--- src/rtl/sbox_shift_rows_collector_if.sv ---
// Byte-serial S-box result stream in, 128-bit ShiftRows state out.
// master = issue controller / consumer side, slave = collector.
interface sbox_shift_rows_collector_if;
    logic         sb_issue;
    logic         sb_ready;
    logic [7:0]   sb_byte;
    logic [127:0] out_state;
    logic         out_valid;
    logic         out_ready;
    logic         overflow;

    modport master (
        output sb_issue, sb_byte, out_ready,
        input  sb_ready, out_state, out_valid, overflow
    );

    modport slave (
        input  sb_issue, sb_byte, out_ready,
        output sb_ready, out_state, out_valid, overflow
    );
endinterface

--- src/rtl/sbox_shift_rows_collector.sv ---
// Collects 16 S-box output bytes, applies ShiftRows and hands the state
// downstream on a valid/ready handshake; credits throttle the issuer.
module sbox_shift_rows_collector #(
    parameter int unsigned SBOX_LAT = 1
) (
    input logic                       clk,
    input logic                       rst_n,
    sbox_shift_rows_collector_if.slave bus
);
    logic [4:0]          res_cnt;
    logic [4:0]          cap_cnt;
    logic [SBOX_LAT-1:0] vpipe;
    logic [7:0]          bank [16];
    logic [127:0]        state_q;
    logic [127:0]        sr_state;
    logic                valid_q;
    logic                overflow_q;
    logic                ready;
    logic                accept;
    logic                capture;
    logic                complete;
    logic                transfer;

    always_comb begin
        ready    = (res_cnt < 5'd16);
        accept   = bus.sb_issue && ready;
        capture  = vpipe[SBOX_LAT-1];
        // cap_cnt can only reach 16 once every reserved byte has landed
        complete = (cap_cnt == 5'd16);
        transfer = complete && (!valid_q || bus.out_ready);
    end

    // out byte[r+4c] = bank[r + 4*((c+r)%4)], byte 0 in the top lane
    always_comb begin
        sr_state = '0;
        for (int unsigned c = 0; c < 4; c++) begin
            for (int unsigned r = 0; r < 4; r++) begin
                sr_state[127 - 8*(r + 4*c) -: 8] = bank[4'(r + 4*((c + r) % 4))];
            end
        end
    end

    always_ff @(posedge clk or negedge rst_n) begin
        if (!rst_n) begin
            res_cnt    <= '0;
            cap_cnt    <= '0;
            vpipe      <= '0;
            state_q    <= '0;
            valid_q    <= 1'b0;
            overflow_q <= 1'b0;
            for (int unsigned i = 0; i < 16; i++) begin
                bank[i] <= '0;
            end
        end else begin
            vpipe[0] <= accept;
            for (int unsigned i = 1; i < SBOX_LAT; i++) begin
                vpipe[i] <= vpipe[i-1];
            end

            if (bus.sb_issue && !ready) begin
                overflow_q <= 1'b1;
            end

            if (capture) begin
                bank[cap_cnt[3:0]] <= bus.sb_byte;
            end

            // a complete bank implies no accept and no capture this edge
            if (transfer) begin
                res_cnt <= '0;
                cap_cnt <= '0;
                state_q <= sr_state;
                valid_q <= 1'b1;
            end else begin
                if (accept) begin
                    res_cnt <= res_cnt + 5'd1;
                end
                if (capture) begin
                    cap_cnt <= cap_cnt + 5'd1;
                end
                if (valid_q && bus.out_ready) begin
                    valid_q <= 1'b0;
                end
            end
        end
    end

    assign bus.sb_ready  = ready;
    assign bus.out_state = state_q;
    assign bus.out_valid = valid_q;
    assign bus.overflow  = overflow_q;
endmodule

--- src/flat_wrapper.sv ---
// flat-port wrapper written by rule: the top's interface ports become plain ports
module sbox_shift_rows_collector_flat 
#(
    parameter int unsigned SBOX_LAT = 1
)
  (clk, rst_n, bus_sb_issue, bus_sb_byte, bus_out_ready, bus_sb_ready, bus_out_state, bus_out_valid, bus_overflow);
  sbox_shift_rows_collector_if bus_i ();
  input logic clk;
  input logic rst_n;
  input wire logic [$bits(bus_i.sb_issue)-1:0] bus_sb_issue;
  input wire logic [$bits(bus_i.sb_byte)-1:0] bus_sb_byte;
  input wire logic [$bits(bus_i.out_ready)-1:0] bus_out_ready;
  output wire logic [$bits(bus_i.sb_ready)-1:0] bus_sb_ready;
  output wire logic [$bits(bus_i.out_state)-1:0] bus_out_state;
  output wire logic [$bits(bus_i.out_valid)-1:0] bus_out_valid;
  output wire logic [$bits(bus_i.overflow)-1:0] bus_overflow;
  assign bus_i.sb_issue = bus_sb_issue;
  assign bus_i.sb_byte = bus_sb_byte;
  assign bus_i.out_ready = bus_out_ready;
  assign bus_sb_ready = bus_i.sb_ready;
  assign bus_out_state = bus_i.out_state;
  assign bus_out_valid = bus_i.out_valid;
  assign bus_overflow = bus_i.overflow;
  sbox_shift_rows_collector #(.SBOX_LAT(SBOX_LAT)) u_core (.clk(clk), .rst_n(rst_n), .bus(bus_i));
endmodule
--- config.mk ---
export PLATFORM = sky130hd
export DESIGN_NAME = sbox_shift_rows_collector_flat
export DESIGN_NICKNAME = d
export VERILOG_FILES = /design/src/rtl/sbox_shift_rows_collector_if.sv /design/src/rtl/sbox_shift_rows_collector.sv /design/src/flat_wrapper.sv
export SDC_FILE = /design/constraint.sdc
export NUM_CORES = 1
export LEC_CHECK = 0
export BUFFER_PORTS_ARGS = -buffer_cell sky130_fd_sc_hd__buf_2
export CORE_ASPECT_RATIO = 0.6
export CORE_MARGIN = 2
export CORE_UTILIZATION = 55
export CTS_CLUSTER_DIAMETER = 60
export CTS_CLUSTER_SIZE = 14
export DETAILED_ROUTE_END_ITERATION = 10
export GPL_TIMING_DRIVEN = 0
export PLACE_DENSITY = 0.87
export REMOVE_ABC_BUFFERS = 1
export SLEW_MARGIN = 5
export SYNTH_ARGS = -nofsm -noshare
export SYNTH_HDL_FRONTEND = slang
export SYNTH_SLANG_ARGS = --single-unit
--- constraint.sdc ---
create_clock -name clk -period 2.6 [get_ports clk]
set_clock_uncertainty 0.1 [all_clocks]
set_input_delay 0.39 -clock clk [delete_from_list [all_inputs] [get_ports clk]]
set_output_delay 0.39 -clock clk [all_outputs]
set_load 0.02 [all_outputs]
**After elaboration in Yosys (flattened, before gate mapping)**

Index checks and enable logic that the tools add are counted.

- $add $sub $neg: 2
- Magnitude comparators: 3
- Equality and inequality tests: 1
- Mux-type cells: 9
- Bitwise operators: 1
- Reductions and logical operators: 11

Operators by type and width:

| operator | number |
|---|---|
| $bwmux W128 | 1 |
| $demux W8 S4 | 1 |
| $mux W5 | 4 |
| $add A5 B1 Y5 const B | 2 |
| $mux W8 | 1 |
| $reduce_bool A2 Y1 | 3 |
| $eq A5 B5 Y1 const B | 1 |
| $ge A5 B5 Y1 const B | 1 |
| $logic_and A1 B1 Y1 | 5 |
| $lt A5 B1 Y1 const B | 1 |
| $lt A5 B5 Y1 const B | 1 |
| $not A4 Y5 | 1 |
| $logic_not A1 Y1 | 2 |
| $mux W1 | 2 |
| $logic_or A1 B1 Y1 | 1 |

- Flip-flop bits (word level): 269
- Bits of input ports: 12
- Output and inout bits: 131
- Word-level logic and storage cells: 49

**Logic depth before layout (Yosys ltp)**

- Word-level depth: 6
- Mapped depth: 8
- Mapped depth without buffers: 5

**Worst setup path after synthesis**

Ideal clock, no wire load.

- Path type: register -> register
- Start: reg u_core.cap_cnt[0]
- End: reg u_core.state_q[75], in the netlist u_core.bus.out_state[75]
- Setup time: 127 ps
- Data arrival time: 1715 ps
- Required time: 2373 ps
- Slack: 658 ps
- Cell stages (with the launch flop): 9
- Buffers on the path: 3
- Clock period less this slack: 1942 ps
- Cells stage by stage: dfrtp_1 > inv_1 > ha_1 > nand4bb_1 > nor2b_1 > buf_2 > buf_6 > buf_6 > mux2_1

- Longest elaborated chain between the ends: 2

RTL lines:

| item | line | RTL |
|---|---|---|
| start: declaration | sbox_shift_rows_collector.sv:11 | `logic [4:0] cap_cnt;` |
| start signal: assignment | sbox_shift_rows_collector.sv:79 | `cap_cnt <= cap_cnt + 5'd1;` |
| $eq A5 B5 Y1 | sbox_shift_rows_collector.sv:29 | `complete = (cap_cnt == 5'd16);` |
| $logic_and A1 B1 Y1 | sbox_shift_rows_collector.sv:30 | `transfer = complete && (!valid_q \|\| bus.out_ready);` |
| end signal: assignment | sbox_shift_rows_collector.sv:72 | `state_q <= sr_state;` |
| end: declaration | sbox_shift_rows_collector.sv:14 | `logic [127:0] state_q;` |

No other way between the ends.
A chain may end at the register's enable or synchronous reset.

**Final worst setup path**

- Start: reg u_core.cap_cnt[0]
- End: reg u_core.state_q[9], in the netlist u_core.bus.out_state[9]

Same word-level chain as after synthesis.

==> flow_summary.json <==
{
  "worstSetupStartpointType": "register",
  "grt_pass1_wl_um": 32600,
  "finalCritPeriodShare_pct": 91.8,
  "cp-end-kind": "register",
  "num_rows": 38,
  "clkSinkCount": 269,
  "yosys.area.top_type": "dfrtp_1",
  "r2r-start": "u_core.cap_cnt[0]",
  "hp-class": "input port to register",
  "synth_warnings": 0,
  "fmax_mhz": 419,
  "synth_edf_count": 0,
  "dpl.cell_count": 972,
  "antenna_left": 0,
  "startpoint": "u_core.cap_cnt[0]",
  "route.detailed.drc": 0,
  "place_congestion": 0.826,
  "grt_usage_pct": 21.2,
  "grt_setup_unrepaired": "no",
  "critPathKind": "register to register",
  "status": "finished clean",
  "synth-async-reset-ratio_pct": 100,
  "vdd_drop_max_mv": 0.771,
  "port_buffers": 142,
  "final_max_slew_viol_count": 0,
  "synthTopCellsByCount": "dfrtp_1, mux2_2, mux2_1, buf_2, clkbuf_1",
  "insertion_delay_ns": 0.51,
  "cts_buffer_depth": 3,
  "worst_pin_slew_ns": 0.676,
  "first_pass_iters": 4,
  "ys_seq_area_share_pct": 65.9,
  "num_vias": 5527,
  "p_leak_nw": 5.74,
  "viasPerCell": 5.53,
  "holdCritStartpoint": "bus_sb_issue",
  "cp_max_fo": 34,
  "synth.most_common_cell": "dfrtp_1",
  "routedWlPerCell_um": 20.6,
  "synth_area_um2": 10200,
  "setup_viol_count_final": 0,
  "maxCapViolCount": 0,
  "cts_tree": "yes",
  "die-height_um": 110,
  "slew_headroom_pct": 54.7,
  "period_needed_ns": 2.39,
  "root_buffer": "clkbuf_16",
  "antenna_found_initial": 1,
  "fin_ws_ns": 0.214,
  "num-nets-final": 776,
  "initial_core_util_pct": 56.3,
  "hold_viol": 0,
  "drive_above_1_share_pct": 54.0,
  "fill_cells": 1254,
  "powerDensity_nw_per_um2": 1230,
  "grt_remaining_overflow": 0,
  "grt_pass1_vias": 5824,
  "path_clk_slew_ns": 0.06,
  "drt_iter0_markers": 276,
  "die_width_um": 180,
  "pre_cts_ws_ns": -0.0879,
  "routed_wl_um": 20600,
  "syn_inst": 616,
  "core_um2": 18100,
  "synth_top_area_share_pct": 65.9,
  "cts_inserted_buffers": 23,
  "synthDistinctLibCells": 30,
  "syn2layout_area_growth_pct": 15.7,
  "pin_count": 143,
  "worstPathRequired_ns": 2.89,
  "place_hpwl_um": 13300,
  "avgSynthCellArea_um2": 16.6,
  "fin_cells": 1000,
  "cts.htree.levels": 1,
  "ys_top_cells_by_area": "dfrtp_1, mux2_2, mux2_1",
  "fin_setup_tns_ns": 0,
  "synth_ff_type": "dfrtp_1",
  "die_area_um2": 19700,
  "grt_max_degree": 127,
  "worstPathArrival_ns": 2.68,
  "ys_ff_latch": 269
}
sequential cells by signal (all words and copies together) (netlist names):
signal,flops
u_core.cap_cnt,5
u_core.capture,1
u_core.bus.out_state,128
u_core.bus.overflow,1
u_core.bus.out_valid,1
u_core.bank,128
u_core.res_cnt,5
kinds of logic (layout without fill, tap and decap cells):
family / count (synthesis) / in the layout / share of synthesized area, %
multiplexers: 258 / 258 / 28.4
flip-flops: 269 / 269 / 65.9
AND/OR/NAND/NOR: 40 / 40 / 2.26
buffers and inverters: 35 / 178 / 2.00
XOR/XNOR: 6 / 6 / 0.515
AO/OA/AOI/OAI: 3 / 3 / 0.233
other: 0 / 1 / 0
adder cells (fa/ha/maj): 5 / 5 / 0.613
cell usage in the layout (no fill, tap or decap), drive strengths merged, types with 2 or more instances in the layout:
cell type,n
dfrtp,269
mux2,256
buf,149
clkbuf,23
nand2,9
nor2,7
nand4,6
ha,5
inv,4
and2,3
xnor2,3
xor2,3
and3b,2
nand4b,2
mux2i,2
nor2b,2
nand2b,2
area by class of cell:
type	instances	area (um^2)	area share, %
multi-input combinational	312	3280	27.8
timing repair buffer	150	881	7.46
clock inverter	2	25.0	0.212
sequential	269	6730	57.0
inverter	3	11.3	0.0954
antenna	1	2.50	0.0212
clock buffer	23	576	4.87
tap	240	300	2.54
layer usage:
| layer | routed length [um] | global-route usage, % |
|---|---|---|
| met4 | 345 | 4.30 |
| met1 | 9850 | 31.3 |
| met5 | 0 | 0 |
| met3 | 1500 | 5.66 |
| met2 | 8860 | 32.2 |
critical path: stages (launching register included):
cell and delay (ns):
dfrtp_1 0.44, inv_1 0.11, ha_1 0.25, nand4bb_1 0.31
nor2b_4 0.25, buf_16 0.18, buf_12 0.22, mux2_2 0.36
through the flow:
stage	hold WS (ns)	power [mW]	utilization [%]	cell area, um^2
after floorplan	-0.00559	9.94	-	10000
final	0.0557	14.5	65.2	11800
after global placement	0.339	11.3	60.9	11000
after CTS	0.0411	14.7	65.2	11800
after global routing	0.0715	15.3	65.2	11800
after detailed placement	0.193	11.6	61.8	11200
repair_timing:
action                                 4_1_cts  5_1_grt
setup endpoints to repair                   65        0
hold buffers                                 1        0
buffers inserted                             1        0
gates resized for setup                      0        0
endpoints found under the hold margin       41        0
worst paths after layout:
path	slack (ns)	depth (start not counted)	end
setup / recovery	0.21	7	u_core.bus.out_state[9]
min in group asynchronous	0.26	2	u_core.bus.out_state[124]
hold / removal	0.06	2	u_core.bus.overflow
max in group asynchronous	0.81	4	u_core.bank[114]
setup reg to reg	0.21	7	u_core.bus.out_state[9]
hold reg to reg	0.38	1	u_core.bus.out_state[84]
power by group:
group | leakage (nW) | switching (mW) | internal [mW]
Sequential | 3.34 | 1.07 | 6.04
Combinational | 2.10 | 2.25 | 2.17
Clock | 0.295 | 1.42 | 1.58
Total | 5.74 | 4.74 | 9.79
(Power assumes the default switching activity.)
